==> src/rtl/floo_axis_link_segmenter.sv <==
// floo_axis_link_segmenter
//   Splits AXIS payloads ({hdr, flit_data}) from the NoC bridge into fixed-width
//   link segments, LSB first (TX). It also reassembles incoming link segments
//   into full payloads for the bridge (RX). The two directions are independent,
//   and each has full valid/ready back-pressure.
//
// Ports
//   clk_i, rst_ni            clock, asynchronous active-low reset
//   tx_payload_*             payload stream in from the bridge
//   tx_seg_*                 segment stream out to the link (last marks final segment)
//   rx_seg_*                 segment stream in from the link
//   rx_payload_*             reassembled payload stream out to the bridge
//   rx_framing_err_o         one-cycle pulse when a segment's last flag disagrees
//                            with its position in the payload
module floo_axis_link_segmenter #(
  parameter int unsigned PayloadWidth = 64,
  parameter int unsigned SegWidth     = 16
) (
  input  logic                    clk_i,
  input  logic                    rst_ni,
  input  logic                    tx_payload_valid_i,
  output logic                    tx_payload_ready_o,
  input  logic [PayloadWidth-1:0] tx_payload_i,
  output logic                    tx_seg_valid_o,
  input  logic                    tx_seg_ready_i,
  output logic [SegWidth-1:0]     tx_seg_data_o,
  output logic                    tx_seg_last_o,
  input  logic                    rx_seg_valid_i,
  output logic                    rx_seg_ready_o,
  input  logic [SegWidth-1:0]     rx_seg_data_i,
  input  logic                    rx_seg_last_i,
  output logic                    rx_payload_valid_o,
  input  logic                    rx_payload_ready_i,
  output logic [PayloadWidth-1:0] rx_payload_o,
  output logic                    rx_framing_err_o
);

  localparam int unsigned NumSegs = (PayloadWidth + SegWidth - 1) / SegWidth;
  localparam int unsigned CntW    = (NumSegs > 1) ? $clog2(NumSegs) : 1;
  localparam int unsigned HoldW   = NumSegs * SegWidth;
  localparam logic [CntW-1:0] LastCnt = CntW'(NumSegs - 1);

  // ---------------------------------------------------------------- TX
  typedef enum logic {TxIdle, TxSend} tx_state_e;

  tx_state_e                           tx_state_q;
  logic [NumSegs-1:0][SegWidth-1:0]    tx_hold_q;
  logic [CntW-1:0]                     tx_cnt_q;
  logic                                tx_last;
  logic                                tx_last_hs;

  assign tx_last        = (tx_cnt_q == LastCnt);
  assign tx_last_hs     = (tx_state_q == TxSend) && tx_seg_ready_i && tx_last;
  // Ready stays low while reset is held. The final segment handshake also
  // frees the holding register, so the next payload can follow with no bubble.
  assign tx_payload_ready_o = rst_ni && ((tx_state_q == TxIdle) || tx_last_hs);
  assign tx_seg_valid_o = (tx_state_q == TxSend);
  assign tx_seg_data_o  = tx_hold_q[tx_cnt_q];
  assign tx_seg_last_o  = (tx_state_q == TxSend) && tx_last;

  always_ff @(posedge clk_i or negedge rst_ni) begin
    if (!rst_ni) begin
      tx_state_q <= TxIdle;
      tx_hold_q  <= '0;
      tx_cnt_q   <= '0;
    end else begin
      case (tx_state_q)
        TxIdle: begin
          if (tx_payload_valid_i) begin
            tx_hold_q  <= HoldW'(tx_payload_i);
            tx_cnt_q   <= '0;
            tx_state_q <= TxSend;
          end
        end
        TxSend: begin
          if (tx_seg_ready_i) begin
            if (tx_last) begin
              tx_cnt_q <= '0;
              if (tx_payload_valid_i) begin
                tx_hold_q <= HoldW'(tx_payload_i);
              end else begin
                tx_state_q <= TxIdle;
              end
            end else begin
              tx_cnt_q <= tx_cnt_q + 1'b1;
            end
          end
        end
        default: tx_state_q <= TxIdle;
      endcase
    end
  end

  // ---------------------------------------------------------------- RX
  logic [NumSegs-1:0][SegWidth-1:0] rx_buf_q;
  logic [NumSegs-1:0][SegWidth-1:0] rx_asm;
  logic [HoldW-1:0]                 rx_asm_flat;
  logic [CntW-1:0]                  rx_cnt_q;
  logic [PayloadWidth-1:0]          rx_payload_q;
  logic                             rx_valid_q;
  logic                             rx_err_q;
  logic                             rx_hs;
  logic                             rx_at_last;
  logic                             rx_err;
  logic                             rx_done;

  assign rx_seg_ready_o     = rst_ni && (!rx_valid_q || rx_payload_ready_i);
  assign rx_hs              = rx_seg_valid_i && rx_seg_ready_o;
  assign rx_at_last         = (rx_cnt_q == LastCnt);
  assign rx_err             = rx_hs && (rx_seg_last_i != rx_at_last);
  assign rx_done            = rx_hs && rx_seg_last_i && rx_at_last;
  assign rx_payload_valid_o = rx_valid_q;
  assign rx_payload_o       = rx_payload_q;
  assign rx_framing_err_o   = rx_err_q;

  // The final segment bypasses the buffer so the output register can load in
  // the same cycle that the final segment is accepted.
  always_comb begin
    rx_asm           = rx_buf_q;
    rx_asm[rx_cnt_q] = rx_seg_data_i;
  end
  assign rx_asm_flat = rx_asm;

  always_ff @(posedge clk_i or negedge rst_ni) begin
    if (!rst_ni) begin
      rx_buf_q     <= '0;
      rx_cnt_q     <= '0;
      rx_payload_q <= '0;
      rx_valid_q   <= 1'b0;
      rx_err_q     <= 1'b0;
    end else begin
      rx_err_q <= rx_err;
      if (rx_done) begin
        rx_payload_q <= rx_asm_flat[PayloadWidth-1:0];
        rx_valid_q   <= 1'b1;
      end else if (rx_payload_ready_i) begin
        rx_valid_q <= 1'b0;
      end
      if (rx_err || rx_done) begin
        rx_cnt_q <= '0;
      end else if (rx_hs) begin
        rx_buf_q <= rx_asm;
        rx_cnt_q <= rx_cnt_q + 1'b1;
      end
    end
  end

`ifndef SYNTHESIS
  a_tx_seg_stable: assert property (@(posedge clk_i) disable iff (!rst_ni)
    (tx_seg_valid_o && !tx_seg_ready_i) |=>
      (tx_seg_valid_o && $stable(tx_seg_data_o) && $stable(tx_seg_last_o)));

  a_rx_payload_stable: assert property (@(posedge clk_i) disable iff (!rst_ni)
    (rx_payload_valid_o && !rx_payload_ready_i) |=>
      (rx_payload_valid_o && $stable(rx_payload_o)));
`endif

endmodule
==> config.mk <==
export PLATFORM = sky130hd
export DESIGN_NAME = floo_axis_link_segmenter
export DESIGN_NICKNAME = d
export VERILOG_FILES = /design/src/rtl/floo_axis_link_segmenter.sv
export SDC_FILE = /design/constraint.sdc
export NUM_CORES = 1
export LEC_CHECK = 0
export CAP_MARGIN = 40
export CORE_MARGIN = 2
export CORE_UTILIZATION = 45
export CTS_CLUSTER_DIAMETER = 200
export DETAILED_ROUTE_END_ITERATION = 16
export PLACE_DENSITY = 0.75
export SLEW_MARGIN = 20
export SYNTH_ARGS = -nofsm -noshare
export SYNTH_HDL_FRONTEND = slang
export SYNTH_SLANG_ARGS = --single-unit
export TNS_END_PERCENT = 10
==> constraint.sdc <==
create_clock -name clk_i -period 4.8 [get_ports clk_i]
set_input_delay 0.96 -clock clk_i [delete_from_list [all_inputs] [get_ports clk_i]]
set_output_delay 0.96 -clock clk_i [all_outputs]
set_load 0.02 [all_outputs]
==> results.md <==
- Run status: finished clean
- Core ar.: between 0.015 and 0.02 mm²
- Slack of the worst reg-to-reg path: approximately 2 ns
- Global-route wire length before repair: between 20 and 30 mm
- All-Layer GR Usage: 18.9%
- Most common cell after layout, fill and taps aside: sky130_fd_sc_hd__mux2_2
- Number of antenna violations at the first check in global routing: 0
- Fraction of final layout cells sized beyond drive strength 1: 42.4%
- Category of the worst setup path launch point: input port
- Fraction of power spent switching nets: about 30%
- Wirelength, routed: about 17 mm
- Share of the clock period used by the worst path after layout: a little under 70%
- Effective utilization at floorplan: approximately 46%
- Vias: around 4700
- Upper clock frequency limit: 301 MHz
- HPWL after detailed placement: between 10 and 15 mm
- Routability cong.: between 0.7 and 0.8
- Number of unique standard cell types used by synthesis: 27
- Worst min path class: input port to asynchronous set/reset pin
- Area Overhead vs Synth: 32.5%
- Vias in the first global route: 5115
- Mean Syn Cell Area: approximately 16 µm²
- Post-DR wirelength/cell: between 15 and 20 µm
- Overflow left after global routing: 0
- Number of buffers created by CTS: 17
- Setup-violating endpoint count in the final report: 0
- Die X: between 100 and 150 µm
- Switching power: roughly 0.0019 W
- Port Buffers: 172
- Number of register bits inferred by synthesis: 183
- Hold buffer count at CTS: 0
- Number of levels the H-tree was split into: 4
- Reg2reg end: tx_hold_q[55]$_DFFE_PN0P_
- Die Area: between 0.015 and 0.02 mm²
- Seq pwr share: 39.6%
- Shortest clock period the worst path allows after layout: roughly 3.3 ns
- Number of antenna cells inserted: 0
- Data arrival time of the critical path: between 2 and 2.5 ns
- Utilization after layout: between 60 and 70%
- Reg-to-reg critical path startpoint: tx_cnt_q[1]$_DFFE_PN0P_
- Sum of internal, switching and leakage power: 0.00622 W
- Root buffer cell: sky130_fd_sc_hd__clkbuf_16
- Pin count of the biggest net entering global routing: 65
- Critical path capture point type: output pin
- P per Cell Area: 588 mW/mm²
- 1st-pass router iterations: 4
- Worst r2r path cells: 6
- Post-cts repair resize count: 0
- Initial drt markers: about 230
- Post-CTS setup buffers: 0
- Number of nets at the end of the flow: approximately 760
- Least-Margin Pin Slew: roughly 0.67 ns
- Clock-pin slew on the worst setup and hold paths: about 0.07 ns
- # clock sinks: 183
- Leak: about 4.6 nW
- Library cell with the largest summed area after synthesis: sky130_fd_sc_hd__dfrtp_1
- Die height: roughly 140 µm
- I/O Pins: around 170
- Post-synthesis instance area: approximately 0.0080 mm²
- # rows: 48
- DRC: 0
- Setup TNS after final layout: 0 ns
- Max-slew violation total from the final report: 0
- Internal power contribution: about 0.0044 W
- Clock latency at the later pin of the worst-skew pair: around 0.42 ns
- Critical path class: input port to output pin
- Max cap viols: 0
- Portion of total power attributed to the clock network: between 20 and 25%
- Count of synthesis-stage warnings from yosys: 0
- Commonest non-fill, non-tap cells in the layout: sky130_fd_sc_hd__mux2_2, sky130_fd_sc_hd__dfrtp_1, sky130_fd_sc_hd__clkdlybuf4s50_1
- Share of the synthesized area in the top cell type: between 50 and 60%
- Clock tree from TritonCTS: built
- Maximum fanout count along the critical path: 3
- Combinational share of power: about two fifths
- Worst ir drop on vdd: around 360 µV
- RSZ-0062 raised after global routing: false
- Final antenna-violating net count: 0
- Maximum clock insertion buffer count: 2
- Instance count of the mapped netlist: a little under 500
- Hold Violations, Final: 0
- Mapped Nets: a little under 600
- Routed vias/inst: about 5.2
- Sequential element share of the synthesized area: a little under three fifths
- Worst Clk Skew: 0.00882 ns
- Worst slew slack as a fraction of its limit: 55.1%
- Data required time at the worst endpoint: 3.84 ns
- Synth top area cells: sky130_fd_sc_hd__dfrtp_1, sky130_fd_sc_hd__mux2_2, sky130_fd_sc_hd__mux4_2, sky130_fd_sc_hd__buf_6, sky130_fd_sc_hd__mux2_1
critical path, stage by stage:
cell and delay [ns]:
sky130_fd_sc_hd__clkdlybuf4s50_1 0.52, sky130_fd_sc_hd__nand2b_1 0.16, sky130_fd_sc_hd__and2_1 0.13, sky130_fd_sc_hd__clkdlybuf4s50_1 0.60
cell usage after synthesis, drive strengths merged:
cell	instances
and2	2
inv	3
mux2	225
ha	5
nand2	4
o31ai	1
xnor2	1
dfrtp	183
nand4	1
nor2	1
nand2b	4
nand3	1
buf	25
clkbuf	4
o21ai	6
a21boi	1
or2	1
nor2b	2
nor4bb	3
nor3	2
mux4	16
final cells by class:
class,instances,area (µm²)
clock inverter,8,87.6
sequential,183,4580
tap,225,282
inverter,3,11.3
multi-input combinational,276,3210
fill,1311,6720
timing repair buffer,188,1910
clock buffer,24,502
registers in the layout, summed over array words and instances, names as in the netlist:
| name | flops |
|---|---|
| rx_buf_q | 48 |
| rx_cnt_q | 2 |
| rx_framing_err_o | 1 |
| rx_payload_o | 64 |
| rx_payload_valid_o | 1 |
| tx_cnt_q | 2 |
| tx_hold_q | 64 |
| tx_seg_valid_o | 1 |
worst max-delay path by stage:
stage / startpoint / to
finish: rx_payload_ready_i / rx_seg_ready_o
global placement: rx_payload_ready_i / rx_seg_ready_o
floorplan: tx_cnt_q[0]$_DFFE_PN0P_ / tx_seg_data_o[10]
CTS: rx_payload_ready_i / rx_seg_ready_o
detailed placement: rx_payload_ready_i / rx_seg_ready_o
global route: tx_seg_ready_i / tx_payload_ready_o
power groups by stage:
stage	clock (W)	combinational [W]	sequential, W
floorplan	0	0.00138	0.00253
global placement	0	0.00227	0.00246
detailed placement	0	0.00240	0.00249
CTS	0.00140	0.00241	0.00247
global route	0.00148	0.00253	0.00254
finish	0.00137	0.00238	0.00246
cell families after synthesis:
logic type                 share of synthesized area, %
DFF                                                57.3
buffers and inverters                              3.10
xor gates and xnor gates                          0.110
muxes                                              36.2
and+or+nand+nor                                    1.85
adders and majority gates                         0.783
AOI/OAI and AO/OA                                 0.564
through the flow:
step,instances,area [µm²],worst slack (ns),hold slack (ns)
global placement,869,9880,1.48,0.467
CTS,905,10500,1.47,0.363
global route,907,10600,1.39,0.362
finish,907,10600,1.47,0.375
detailed placement,873,9940,1.48,0.481
floorplan,491,7990,2.35,0.474
metal layers:
metal | vias to the layer above | wire [µm] | track usage [%]
li1 | 2134 | - | -
met1 | 2411 | 7280 | 24.4
met2 | 110 | 8610 | 31.0
met3 | 21 | 759 | 4.97
met4 | 0 | 291 | 6.70
met5 | - | 0 | 0
Note: power is estimated with default switching activity, not from simulation.
